==> src/rtl/ps2_host_tx.sv <==
// ps2_host_tx: host-to-device PS/2 transmitter.
// Sends one command byte to the device over the open-collector
// ps2_clk/ps2_data pair. The sequence is:
//   1. Inhibit the clock.
//   2. Request-to-send: pull data low, then release the clock.
//   3. Shift out 8 data bits LSB first, then odd parity, then the stop bit,
//      one bit per device clock fall.
//   4. Sample the device ACK on clock edge 11.
//   5. Wait for both lines to return high.
// Ports:
//   clk, rst        100 MHz clock, synchronous active-high reset
//   tx_data/valid   command byte and send request (taken only while tx_ready)
//   tx_ready        idle, will accept tx_valid
//   tx_done/tx_err  one-cycle end-of-transfer pulse; tx_err=1 -> no ACK or timeout
//   ps2_*_in        raw pad levels
//   ps2_*_oe        active-high pull-low enables for the pads
module ps2_host_tx #(
   parameter int INHIBIT_CYC = 12000,
   parameter int TIMEOUT_CYC = 1500000,
   parameter int GLITCH_LEN  = 4
) (
   input  logic       clk,
   input  logic       rst,
   input  logic [7:0] tx_data,
   input  logic       tx_valid,
   output logic       tx_ready,
   output logic       tx_done,
   output logic       tx_err,
   input  logic       ps2_clk_in,
   input  logic       ps2_data_in,
   output logic       ps2_clk_oe,
   output logic       ps2_data_oe
);

   localparam int TMAX = (INHIBIT_CYC > TIMEOUT_CYC) ? INHIBIT_CYC : TIMEOUT_CYC;
   localparam int TW   = $clog2(TMAX + 1);
   localparam int GW   = $clog2(GLITCH_LEN + 1);

   typedef enum logic [2:0] {
      S_IDLE, S_INHIBIT, S_RTS, S_SEND, S_ACK, S_WAIT_IDLE
   } state_t;

   // ---------------------------------------------------------------
   // Input conditioning. Index 0 is the clock line; index 1 is the data line.
   // ---------------------------------------------------------------
   logic [1:0]         s1, s2, filt;
   logic [1:0][GW-1:0] gcnt;
   logic               fall_clk;
   logic               clk_f, data_f;

   assign clk_f  = filt[0];
   assign data_f = filt[1];

   always_ff @(posedge clk) begin
      if (rst) begin
         s1       <= '1;
         s2       <= '1;
         filt     <= '1;
         gcnt     <= '0;
         fall_clk <= 1'b0;
      end else begin
         s1 <= {ps2_data_in, ps2_clk_in};
         s2 <= s1;
         for (int i = 0; i < 2; i++) begin
            // gcnt counts samples that disagree with the filtered level.
            // The level flips on the GLITCH_LEN-th consecutive disagreement.
            if (s2[i] == filt[i]) begin
               gcnt[i] <= '0;
            end else if (gcnt[i] == GW'(GLITCH_LEN - 1)) begin
               filt[i] <= s2[i];
               gcnt[i] <= '0;
            end else begin
               gcnt[i] <= gcnt[i] + 1'b1;
            end
         end
         // Registered so the pulse lines up with the cycle in which
         // filt[0] first reads 0.
         fall_clk <= filt[0] & ~s2[0] & (gcnt[0] == GW'(GLITCH_LEN - 1));
      end
   end

   // ---------------------------------------------------------------
   // Transfer FSM. Every output is a register loaded from its _n value.
   // ---------------------------------------------------------------
   state_t          state, state_n;
   logic [7:0]      data_q, data_n;
   logic            par, par_n;
   logic [3:0]      k, k_n;
   logic [TW-1:0]   tmr, tmr_n;
   logic            ack_ok, ack_n;
   logic            ready_n, done_n, err_n, clk_oe_n, data_oe_n;
   logic            to_hit;

   assign to_hit = (tmr == TW'(TIMEOUT_CYC - 1));

   always_ff @(posedge clk) begin
      if (rst) begin
         state       <= S_IDLE;
         data_q      <= '0;
         par         <= 1'b0;
         k           <= '0;
         tmr         <= '0;
         ack_ok      <= 1'b0;
         tx_ready    <= 1'b1;
         tx_done     <= 1'b0;
         tx_err      <= 1'b0;
         ps2_clk_oe  <= 1'b0;
         ps2_data_oe <= 1'b0;
      end else begin
         state       <= state_n;
         data_q      <= data_n;
         par         <= par_n;
         k           <= k_n;
         tmr         <= tmr_n;
         ack_ok      <= ack_n;
         tx_ready    <= ready_n;
         tx_done     <= done_n;
         tx_err      <= err_n;
         ps2_clk_oe  <= clk_oe_n;
         ps2_data_oe <= data_oe_n;
      end
   end

   always_comb begin
      state_n   = state;
      data_n    = data_q;
      par_n     = par;
      k_n       = k;
      tmr_n     = tmr;
      ack_n     = ack_ok;
      done_n    = 1'b0;
      err_n     = 1'b0;
      clk_oe_n  = 1'b0;
      data_oe_n = ps2_data_oe;

      case (state)
         S_IDLE: begin
            data_oe_n = 1'b0;
            tmr_n     = '0;
            if (tx_valid && tx_ready) begin
               data_n   = tx_data;
               par_n    = ~^tx_data;
               k_n      = '0;
               clk_oe_n = 1'b1;
               state_n  = S_INHIBIT;
            end
         end

         S_INHIBIT: begin
            clk_oe_n = 1'b1;
            if (tmr == TW'(INHIBIT_CYC - 1)) begin
               tmr_n     = '0;
               data_oe_n = 1'b1;  // start bit goes out with the last inhibit cycle
               state_n   = S_RTS;
            end else begin
               tmr_n = tmr + 1'b1;
            end
         end

         S_RTS: begin
            data_oe_n = 1'b1;
            tmr_n     = '0;
            state_n   = S_SEND;
         end

         S_SEND: begin
            if (fall_clk) begin
               tmr_n = '0;
               k_n   = k + 1'b1;
               // k holds the count before this edge.
               if (k < 4'd8) begin
                  data_oe_n = ~data_q[k[2:0]];
               end else if (k == 4'd8) begin
                  data_oe_n = ~par;
               end else begin
                  data_oe_n = 1'b0;  // stop bit: line released
                  state_n   = S_ACK;
               end
            end else if (to_hit) begin
               data_oe_n = 1'b0;
               done_n    = 1'b1;
               err_n     = 1'b1;
               tmr_n     = '0;
               state_n   = S_IDLE;
            end else begin
               tmr_n = tmr + 1'b1;
            end
         end

         S_ACK: begin
            if (fall_clk) begin
               tmr_n   = '0;
               ack_n   = ~data_f;
               state_n = S_WAIT_IDLE;
            end else if (to_hit) begin
               data_oe_n = 1'b0;
               done_n    = 1'b1;
               err_n     = 1'b1;
               tmr_n     = '0;
               state_n   = S_IDLE;
            end else begin
               tmr_n = tmr + 1'b1;
            end
         end

         S_WAIT_IDLE: begin
            if (clk_f && data_f) begin
               done_n  = 1'b1;
               err_n   = ~ack_ok;
               tmr_n   = '0;
               state_n = S_IDLE;
            end else if (fall_clk) begin
               tmr_n = '0;
            end else if (to_hit) begin
               data_oe_n = 1'b0;
               done_n    = 1'b1;
               err_n     = 1'b1;
               tmr_n     = '0;
               state_n   = S_IDLE;
            end else begin
               tmr_n = tmr + 1'b1;
            end
         end

         default: begin
            data_oe_n = 1'b0;
            state_n   = S_IDLE;
         end
      endcase

      // tx_ready is held low through the tx_done cycle, so a request in
      // that cycle is not taken.
      ready_n = (state_n == S_IDLE) && !done_n;
   end

endmodule

==> config.mk <==
export PLATFORM = sky130hd
export DESIGN_NAME = ps2_host_tx
export DESIGN_NICKNAME = d
export VERILOG_FILES = /design/src/rtl/ps2_host_tx.sv
export SDC_FILE = /design/constraint.sdc
export NUM_CORES = 1
export LEC_CHECK = 0
export BUFFER_PORTS_ARGS = -buffer_cell sky130_fd_sc_hd__buf_2
export CAP_MARGIN = 20
export CORE_MARGIN = 5
export CORE_UTILIZATION = 30
export DETAILED_ROUTE_END_ITERATION = 16
export MAX_ROUTING_LAYER = met4
export PLACE_DENSITY = 0.54
export SYNTH_ARGS = -nofsm -noshare
export SYNTH_HDL_FRONTEND = slang
export SYNTH_SLANG_ARGS = --single-unit
==> constraint.sdc <==
create_clock -name clk -period 5 [get_ports clk]
set_input_delay 0.5 -clock clk [delete_from_list [all_inputs] [get_ports clk]]
set_output_delay 0.5 -clock clk [all_outputs]
set_load 0.01 [all_outputs]
==> results of run 1 <==
-- area by class of cell --
cell class / instances / area, µm²
well taps: 108 / 135
repair buffers: 18 / 92.6
flip-flops and latches: 56 / 1120
inverters: 12 / 45.0
fillers: 926 / 5810
multi-input cells: 236 / 1510
clock inverters: 3 / 22.5
clock buffers: 5 / 68.8
-- metal layers --
metal	track usage (%)	wire (µm)	vias up
li1	-	-	1149
met3	2.32	159	4
met4	3.05	43	0
met2	16.9	2690	19
met5	-	0	-
met1	14.5	2810	1003
-- final timing paths --
kind	startpoint	to	slack, ns	cells after the start
max	tmr[0]	tmr[5]	2.79	7
min	ps2_clk_in	s1[0]	0.37	2
max reg2reg	tmr[0]	tmr[5]	2.79	7
min reg2reg	s1[0]	s2[0]	0.42	1
-- cells in the mapped netlist (8+ instances only) --
library cell  instances  area, µm²
inv_1                12       45.0
ha_1                  8        100
nor2_1               13       48.8
xor2_1               13        114
nor3_1               25        125
xnor2_1              14        123
a211oi_1              8       60.1
clkbuf_1             11       41.3
nand3_1              13       65.1
nand2_1              42        158
dfxtp_1              56       1120
nand4_1              10       62.6
a21oi_1              23        115
-- state kept, by name, indices dropped and copies added, names as in the netlist --
register,flops
tmr,21
s1,2
tx_done,1
filt,2
tx_err,1
ack_ok,1
s2,2
data_q,8
gcnt,6
ps2_clk_oe,1
state,3
tx_ready,1
ps2_data_oe,1
k,4
par,1
fall_clk,1
-- stage by stage --
step | util [%] | setup slack, ns
2_1_floorplan | - | 3.14
5_1_grt | 34.0 | 2.56
3_5_place_dp | 33.0 | 2.80
6_report | 34.0 | 2.79
3_3_place_gp | 33.0 | 2.83
4_1_cts | 34.0 | 2.78
-- kinds of logic after synthesis --
logic type	share of synthesized area (%)
compound gates	10.9
xor+xnor	8.62
fa+ha+maj	3.65
buf+inv	4.01
flops	40.9
mux	2.74
simple gates	29.2
-- power breakdown --
group          switching (mW)  internal, mW  total (mW)
registers             0.00788         0.457       0.465
logic                  0.0418        0.0277      0.0695
clock network           0.154         0.101       0.255
total                   0.204         0.586       0.789
==> run metrics, run 1 <==
initial antenna violation count=0; Mean Syn Cell Area=approximately 8.6 µm²; layout cells sized above 1=between 10 and 15%; Design Area, Final=approximately 0.003 mm²; syn nets=340; Worst Tran Pin Value=0.870 ns; DP Area=roughly 0.0029 mm²; HP Class=input pin to flop; Critical path buffers and inverters=1; most common cell after layout, fill and taps aside=dfxtp_1; initial core utilization=31.1%; Hold Buf Count CTS=0; Critical Path AT=2.37 ns; Crit-path slowest cell=dfxtp_1; Syn Inst Count=319; Ant. Diodes=0; Area Overhead vs Synth=9.26%; Via density=between 4 and 5; Resize count post-CTS=0; max cap viols=0; core area=just under 0.009 mm²; Static Leak=1.02 nW; # IOs=18; Rows=34; die area=0.0112 mm²; top_reg_cell synth=dfxtp_1; CTS root buffer=clkbuf_8; port buffer count=17; wire per inst=13.0 µm; DR vias=2175; post-route ant nets=0; Final period util=44.2%; RSZ-0062 raised after global routing=false; critical path's largest stage delay=between 0.4 and 0.5 ns; Total Routed Length=between 5 and 6 mm; Setup Skew=roughly 0.0062 ns; total setup buffers inserted after CTS=0; Design Power=~790 µW; Distinct cells, synth=54; Clock Latency Late Sink=0.31 ns; GPL Wtd Cong=around 0.8; Syn Std Cell Area=0.00274 mm²; DIE HEIGHT=between 100 and 150 µm; die span in x=around 110 µm; startpoint types=flop; DR DRC count=0; first-pass GRT wire length=approximately 10 mm; Worst-path clk slew=0.10 ns; CP Class=flop to flop; register bit count reported by yosys=56; min Tclk post-route=around 2.2 ns; vias in the first global route=~2100; Fmax achieved=0.453 GHz; drt pass-1 iters=4; Setup violations, final=0; async set-reset flop share out of synthesis=0%; VDD IR-drop max=roughly 100 µV; run status=complete, no violations; Power Density=263 mW/mm²; H-tree Lvls=2; Final Hold Viols=0; critical-path cell list=ha_1 > nand4_1 > nor3_4 > a211oi_1 > a211oi_2 > buf_4 > nor3_1; most frequent cells in the layout=56 x dfxtp_1, 42 x nand2_1, 25 x nor3_1, 23 x a21oi_1, 17 x buf_2; NumNets Final=350; Top delay family on crit path=simple AND/OR/NAND/NOR gates; Max-slew headroom=42.0%; critical-path maximum fanout=21; CP required=between 5 and 6 ns; Initial DRC Count=between 60 and 70; HPWL after DPL=between 4 and 5 mm; register area share after synthesis=between 40 and 50%; clk buf depth=2; CTS Buf Count=5; CTS sink count=56; crit end category=flop; pin count of the biggest net entering global routing=51; hold_ws=between 0.3 and 0.4 ns; Final Max Slew Viols=0; number of flops mapped to enable cells by yosys=0; Synth warnings=0; Setup TNS=0 ns; Finished Layout Cells=around 440; DP Cell Count=430; CTS tree=built; Total GRT Usage=11.0%; grt total ovfl=0
(Power assumes the default switching activity.)
==> inputs of run 2 (changes only) <==
Settings changed: ABC_AREA from default to 1, PLACE_DENSITY 0.54 to 0.56.
Clock period 5 ns to 1.8 ns, I/O delays scaled along.
==> run 2 against run 1 <==
Net effect:
- count of clock-buffer cells in the layout stayed put
- clock power grew to 2.8 times the previous value
- critical path depth up 5
- routed wire length rose by 12%
- clock skew decreased by 0.0022 ns
- critical path type unchanged
- critical endpoint is now tx_ready
- largest cell class unchanged
- highest routed layer unchanged
==> run metrics, run 2 <==
Clk network pwr share=32.5%; critical-path cell list=ha_4 > nand2_1 > inv_1 > nand2_2 > nor2_4 > nand3_2 > buf_4 > a21oi_2 > nand3_2 > nor2_2 > nand2_1 > nand2_1; # IOs=18; die span in x=about 110 µm; logic gate share of total power=a little under a tenth; Design Area, Final=around 0.0033 mm²; Critical path buffers and inverters=2; drt pass-1 iters=4; Setup Skew=~0.004 ns; Synth warnings=0; startpoint types=flop; Syn Std Cell Area=roughly 0.0029 mm²; switching pwr=slightly below 600 µW; filler cell count=between 900 and 1000; min Tclk post-route=about 1.7 ns; hold_ws=about 0.04 ns; NumNets Final=roughly 470; DR vias=approximately 2600; most common cell after layout, fill and taps aside=nand2_1; Final Max Slew Viols=0; CTS tree=built; CTS Buf Count=5; Top delay family on crit path=simple AND/OR/NAND/NOR gates; critical path's largest stage delay=0.38 ns; H-tree Lvls=2; Fmax achieved=0.593 GHz; initial antenna violation count=0; number of flops mapped to enable cells by yosys=0; Area Overhead vs Synth=15.2%; pre-CTS setup slack=-0.0365 ns; run status=complete, no violations; crit end category=flop; Distinct cells, synth=37; crit path setup slack, layout=0.114 ns; Rows=35; max reg flops=21; die area=0.0117 mm²; top-area cell type share of the netlist area=around two fifths; DR DRC count=0; async set-reset flop share out of synthesis=0%; Seq pwr share=a little under 60%; initial core utilization=between 30% and 40%; HPWL after DPL=~4.8 mm; Final Hold Viols=0; cell with the most instances after synthesis=nand2_1; VDD IR-drop max=353 µV; Max-slew headroom=~77%; syn nets=around 440; total setup buffers inserted after CTS=0; pin count of the biggest net entering global routing=20; Sw Share=26.2%; commonest cells in the netlist=86 x nand2_1, 58 x inv_1, 56 x dfxtp_1; Total GRT Usage=between 10% and 20%; first-pass GRT wire length=10.9 mm; CTS root buffer=clkbuf_8; Ant. Diodes=0; core area=slightly above 0.009 mm²; top_reg_cell synth=dfxtp_1; grt total ovfl=0; critical-path maximum fanout=4; DP Area=approximately 0.0032 mm²; Design Power=~2.2 mW; Worst Tran Pin Value=roughly 0.35 ns; footprint of the multi-input gates=0.00153 mm²; clk buf depth=2; CP required=just over 2 ns; Syn Inst Count=approximately 420; Worst-path clk slew=about 0.10 ns; Final period util=between 90% and 100%; Mean Syn Cell Area=between 6 and 7 µm²; Via density=4.54; Clock Latency Late Sink=0.31 ns; Setup violations, final=0; largest register by flop count=tmr; Pint=approximately 1.6 mW; CP Class=flop to flop; layout cells sized above 1=about 19%; top post-synthesis cells by area=dfxtp_1 39%, nand2_1 11%, inv_1 7.5%, nor2_1 6.5%, nand3_1 6.4%; vias in the first global route=~2500; most frequent cells in the layout=85 x nand2_1, 57 x inv_1, 50 x dfxtp_1, 47 x nor2_1, 34 x nand3_1; Crit-path slowest cell=dfxtp_4; max cap viols=0; CTS sink count=56; DIE HEIGHT=108 µm; Initial DRC Count=between 100 and 150; area leader, netlist=dfxtp_1; FF+latch area=about 0.0011 mm²; biggest regs=tmr (21), data_q (8), gcnt (6); port buffer count=17; GPL Wtd Cong=between 0.8 and 0.9; Setup TNS=0 ns; HP Class=input pin to flop; Power Density=~670 mW/mm²; Static Leak=around 1.5 nW; register area share after synthesis=38.7%; CP most frequent cell=nand2_1; register bit count reported by yosys=56; Critical Path AT=between 1.5 and 2 ns; Total Routed Length=~6.4 mm; RSZ-0062 raised after global routing=false; wire per inst=about 11 µm; post-route ant nets=0
-- run 2: cell types whose count changed after synthesis, moves of 7 or more --
cell and delta:
a211oi_1 -7, xnor2_1 -8, inv_2 +7, nand3_1 +24
o21ai_0 +18, nand2_1 +44, clkbuf_1 -7, xor2_1 -11
nor2_1 +37, inv_1 +46, nor3_1 -17
-- run 2: routing by layer --
layer  track usage, %  routed length [µm]  up-vias
met3             2.45                 158        7
met5                -                   0        -
met2             18.3                2790       32
li1                 -                   -     1393
met1             15.1                3350     1189
met4             3.97                  80        0
-- run 2: path summary, 6_finish.rpt --
path	end	slack, ns	startpoint	cells after the start
setup / recovery	tx_ready	0.11	tmr[0]	12
hold / removal	s1[0]	0.04	ps2_clk_in	2
setup reg to reg	tx_ready	0.11	tmr[0]	12
hold reg to reg	s2[0]	0.42	s1[0]	1
-- run 2: logic make-up (layout without fill, tap and decap cells) --
group | Yosys count | after routing | share of synthesized area, %
AO/OA/AOI/OAI | 59 | 59 | 11.3
AND/OR/NAND/NOR | 213 | 213 | 34.0
flip-flops | 56 | 56 | 38.7
XOR/XNOR | 8 | 8 | 2.42
adder cells (fa/ha/maj) | 8 | 8 | 3.45
buffers and inverters | 74 | 104 | 10.3
-- run 2: power by group through the flow --
stage	clock (mW)	combinational, mW	sequential [mW]
finish	0.724	0.208	1.29
global route	0.791	0.235	1.30
CTS	0.753	0.204	1.29
detailed placement	0	0.203	1.32
global placement	0	0.201	1.32
floorplan	0	0.142	1.32
-- run 2: layout make-up --
type / instances / share of cell area, %
Clock inverter: 3 / 0.674
Timing Repair Buffer: 30 / 5.47
Tap cell: 129 / 4.83
Clock buffer: 5 / 2.06
Multi-Input combinational cell: 288 / 45.7
Sequential cell: 56 / 33.8
Inverter: 66 / 7.41
-- run 2: through the flow --
stage | utilization (%) | std cells
6_report | 35.8 | 577
5_1_grt | 35.8 | 577
3_5_place_dp | 34.2 | 569
4_1_cts | 35.3 | 577
2_1_floorplan | - | 418
3_3_place_gp | 34.2 | 569
-- run 2: timing repair --
item | in CTS | in global routing
gates resized for setup | 2 | 17
hold buffers | 0 | 0
cloned | 0 | 0
setup endpoints to repair | 20 | 24
pin swaps | 0 | 3
==> inputs of run 3 (changes only) <==
Settings changed: CORE_MARGIN 5 to default.
==> run 3 against run 2 <==
Net effect:
- routed wire length is 1.4% lower
- largest power group unchanged
- sequential cell count unchanged
- setup slack worse by 0.044 ns
- critical path type unchanged
- worst hold slack got worse by 0.0041 ns
==> run metrics, run 3 (synthesis gave the netlist of run 2 again) <==
Final period util=approximately 96%; Setup violations, final=0; port buffer count=17; layout cells sized above 1=17.4%; HPWL after DPL=4.82 mm; Static Leak=1.46 nW; die span in x=about 100 µm; filler cell count=1014; startpoint types=flop; Power Density=~680 mW/mm²; core area=slightly above 0.009 mm²; Final Max Slew Viols=0; first-pass GRT wire length=approximately 11 mm; min Tclk post-route=between 1.5 and 2 ns; critical-path maximum fanout=4; drt pass-1 iters=4; Hold Buf Count CTS=0; Total Routed Length=between 6 and 7 mm; Worst Tran Pin Value=0.300 ns; Critical Path AT=around 2.0 ns; CP Class=flop to flop; wire per inst=between 10 and 15 µm; HP Class=input pin to flop; CP most frequent cell=nand2_1; Final Hold Viols=0; CTS sink count=56; Crit-path slowest cell=dfxtp_2; Max-slew headroom=between 70% and 80%; total setup buffers inserted after CTS=0; Finished Core Util=a little over a third; crit end category=flop; Initial DRC Count=83; DR vias=2632; die area=~0.01 mm²; NumNets Final=between 400 and 500; VDD IR-drop max=approximately 420 µV; Setup Skew=0.00557 ns; max reg flops=21; biggest regs=tmr (21), data_q (8), gcnt (6); Setup TNS=0 ns; Finished Layout Cells=about 580; Area Overhead vs Synth=14.6%; pin count of the biggest net entering global routing=20; most common cell after layout, fill and taps aside=nand2_1; most frequent cells in the layout=86 x nand2_1, 58 x inv_1, 51 x dfxtp_1, 48 x nor2_1, 35 x nand3_1; critical-path cell list=ha_2 > nand2_1 > inv_1 > nand2_1 > nor2_4 > nand3_2 > buf_4 > o21a_1 > nand2_1 > nor2_1 > nand2_1 > nand2_1; initial antenna violation count=0; Worst-path clk slew=roughly 0.11 ns; initial core utilization=between 30 and 40%; vias in the first global route=between 2000 and 2500; critical path's largest stage delay=between 0.3 and 0.4 ns; CTS root buffer=clkbuf_8; CTS tree=built; DIE HEIGHT=about 100 µm; Ant. Diodes=0; CP required=2.02 ns; DR DRC count=0; post-route ant nets=0; DP Cell Count=between 500 and 600; Rows=35; max cap viols=0; Via density=around 4.6; grt total ovfl=0; Total GRT Usage=13.7%; GPL Wtd Cong=roughly 0.87; H-tree Lvls=2; Clock Latency Late Sink=between 0.3 and 0.4 ns; CTS Buf Count=5; # IOs=18; clk buf depth=2; Fmax achieved=about 0.58 GHz; largest register by flop count=tmr; run status=complete, no violations; hold_ws=about 0.035 ns
[run 3: area by class of cell]
cell class                      count  area (µm²)  area share, %
Multi-Input combinational cell    288        1510           45.5
Sequential cell                    56        1130           33.9
Inverter                           66         250           7.53
Timing Repair Buffer               29         179           5.38
Tap cell                          129         161           4.86
Clock buffer                        5        68.8           2.07
Clock inverter                      3        25.0          0.753
[run 3: worst max-delay path, delay by kind of cell, from the launching register on]
family          cells  cell delay, ns
fa+ha+maj           1            0.21
simple gates        8            0.64
buf+inv             2            0.22
flops               1            0.37
compound gates      1            0.20
[run 3: metrics by stage]
| step | setup WS [ns] | power [mW] | instance area (µm²) |
|---|---|---|---|
| 3_3_place_gp | 0.0143 | 1.52 | 3190 |
| 6_report | 0.0700 | 2.25 | 3320 |
| 2_1_floorplan | 0.173 | 1.46 | 2900 |
| 3_5_place_dp | -0.0296 | 1.52 | 3190 |
| 5_1_grt | -0.0357 | 2.35 | 3320 |
| 4_1_cts | 0.00946 | 2.27 | 3290 |
[run 3: path summary, 6_finish.rpt]
check	start	slack (ns)	depth (start not counted)	end
min	ps2_clk_in	0.03	2	s1[0]
max reg2reg	tmr[0]	0.07	12	tx_ready
max	tmr[0]	0.07	12	tx_ready
min reg2reg	s1[0]	0.42	1	s2[0]
[run 3: what timing repair did]
item | CTS | global route
pin swaps | 0 | 1
resized for setup | 2 | 15
endpoints found under the setup margin | 20 | 22
[run 3: routing by layer]
| layer | track usage [%] | vias to the layer above | part of all wire (%) |
|---|---|---|---|
| met4 | 3.01 | 0 | 0.84 |
| li1 | - | 1393 | - |
| met2 | 22.8 | 39 | 46 |
| met5 | - | - | 0 |
| met3 | 2.44 | 6 | 2.8 |
| met1 | 17.3 | 1194 | 50 |
[run 3: report_power, final]
| group | total, mW | internal [mW] | leakage, nW | switching, mW |
|---|---|---|---|---|
| sequential | 1.29 | 1.28 | 0.458 | 0.0169 |
| clock | 0.750 | 0.285 | 0.0452 | 0.465 |
| combinational | 0.204 | 0.0828 | 0.958 | 0.121 |
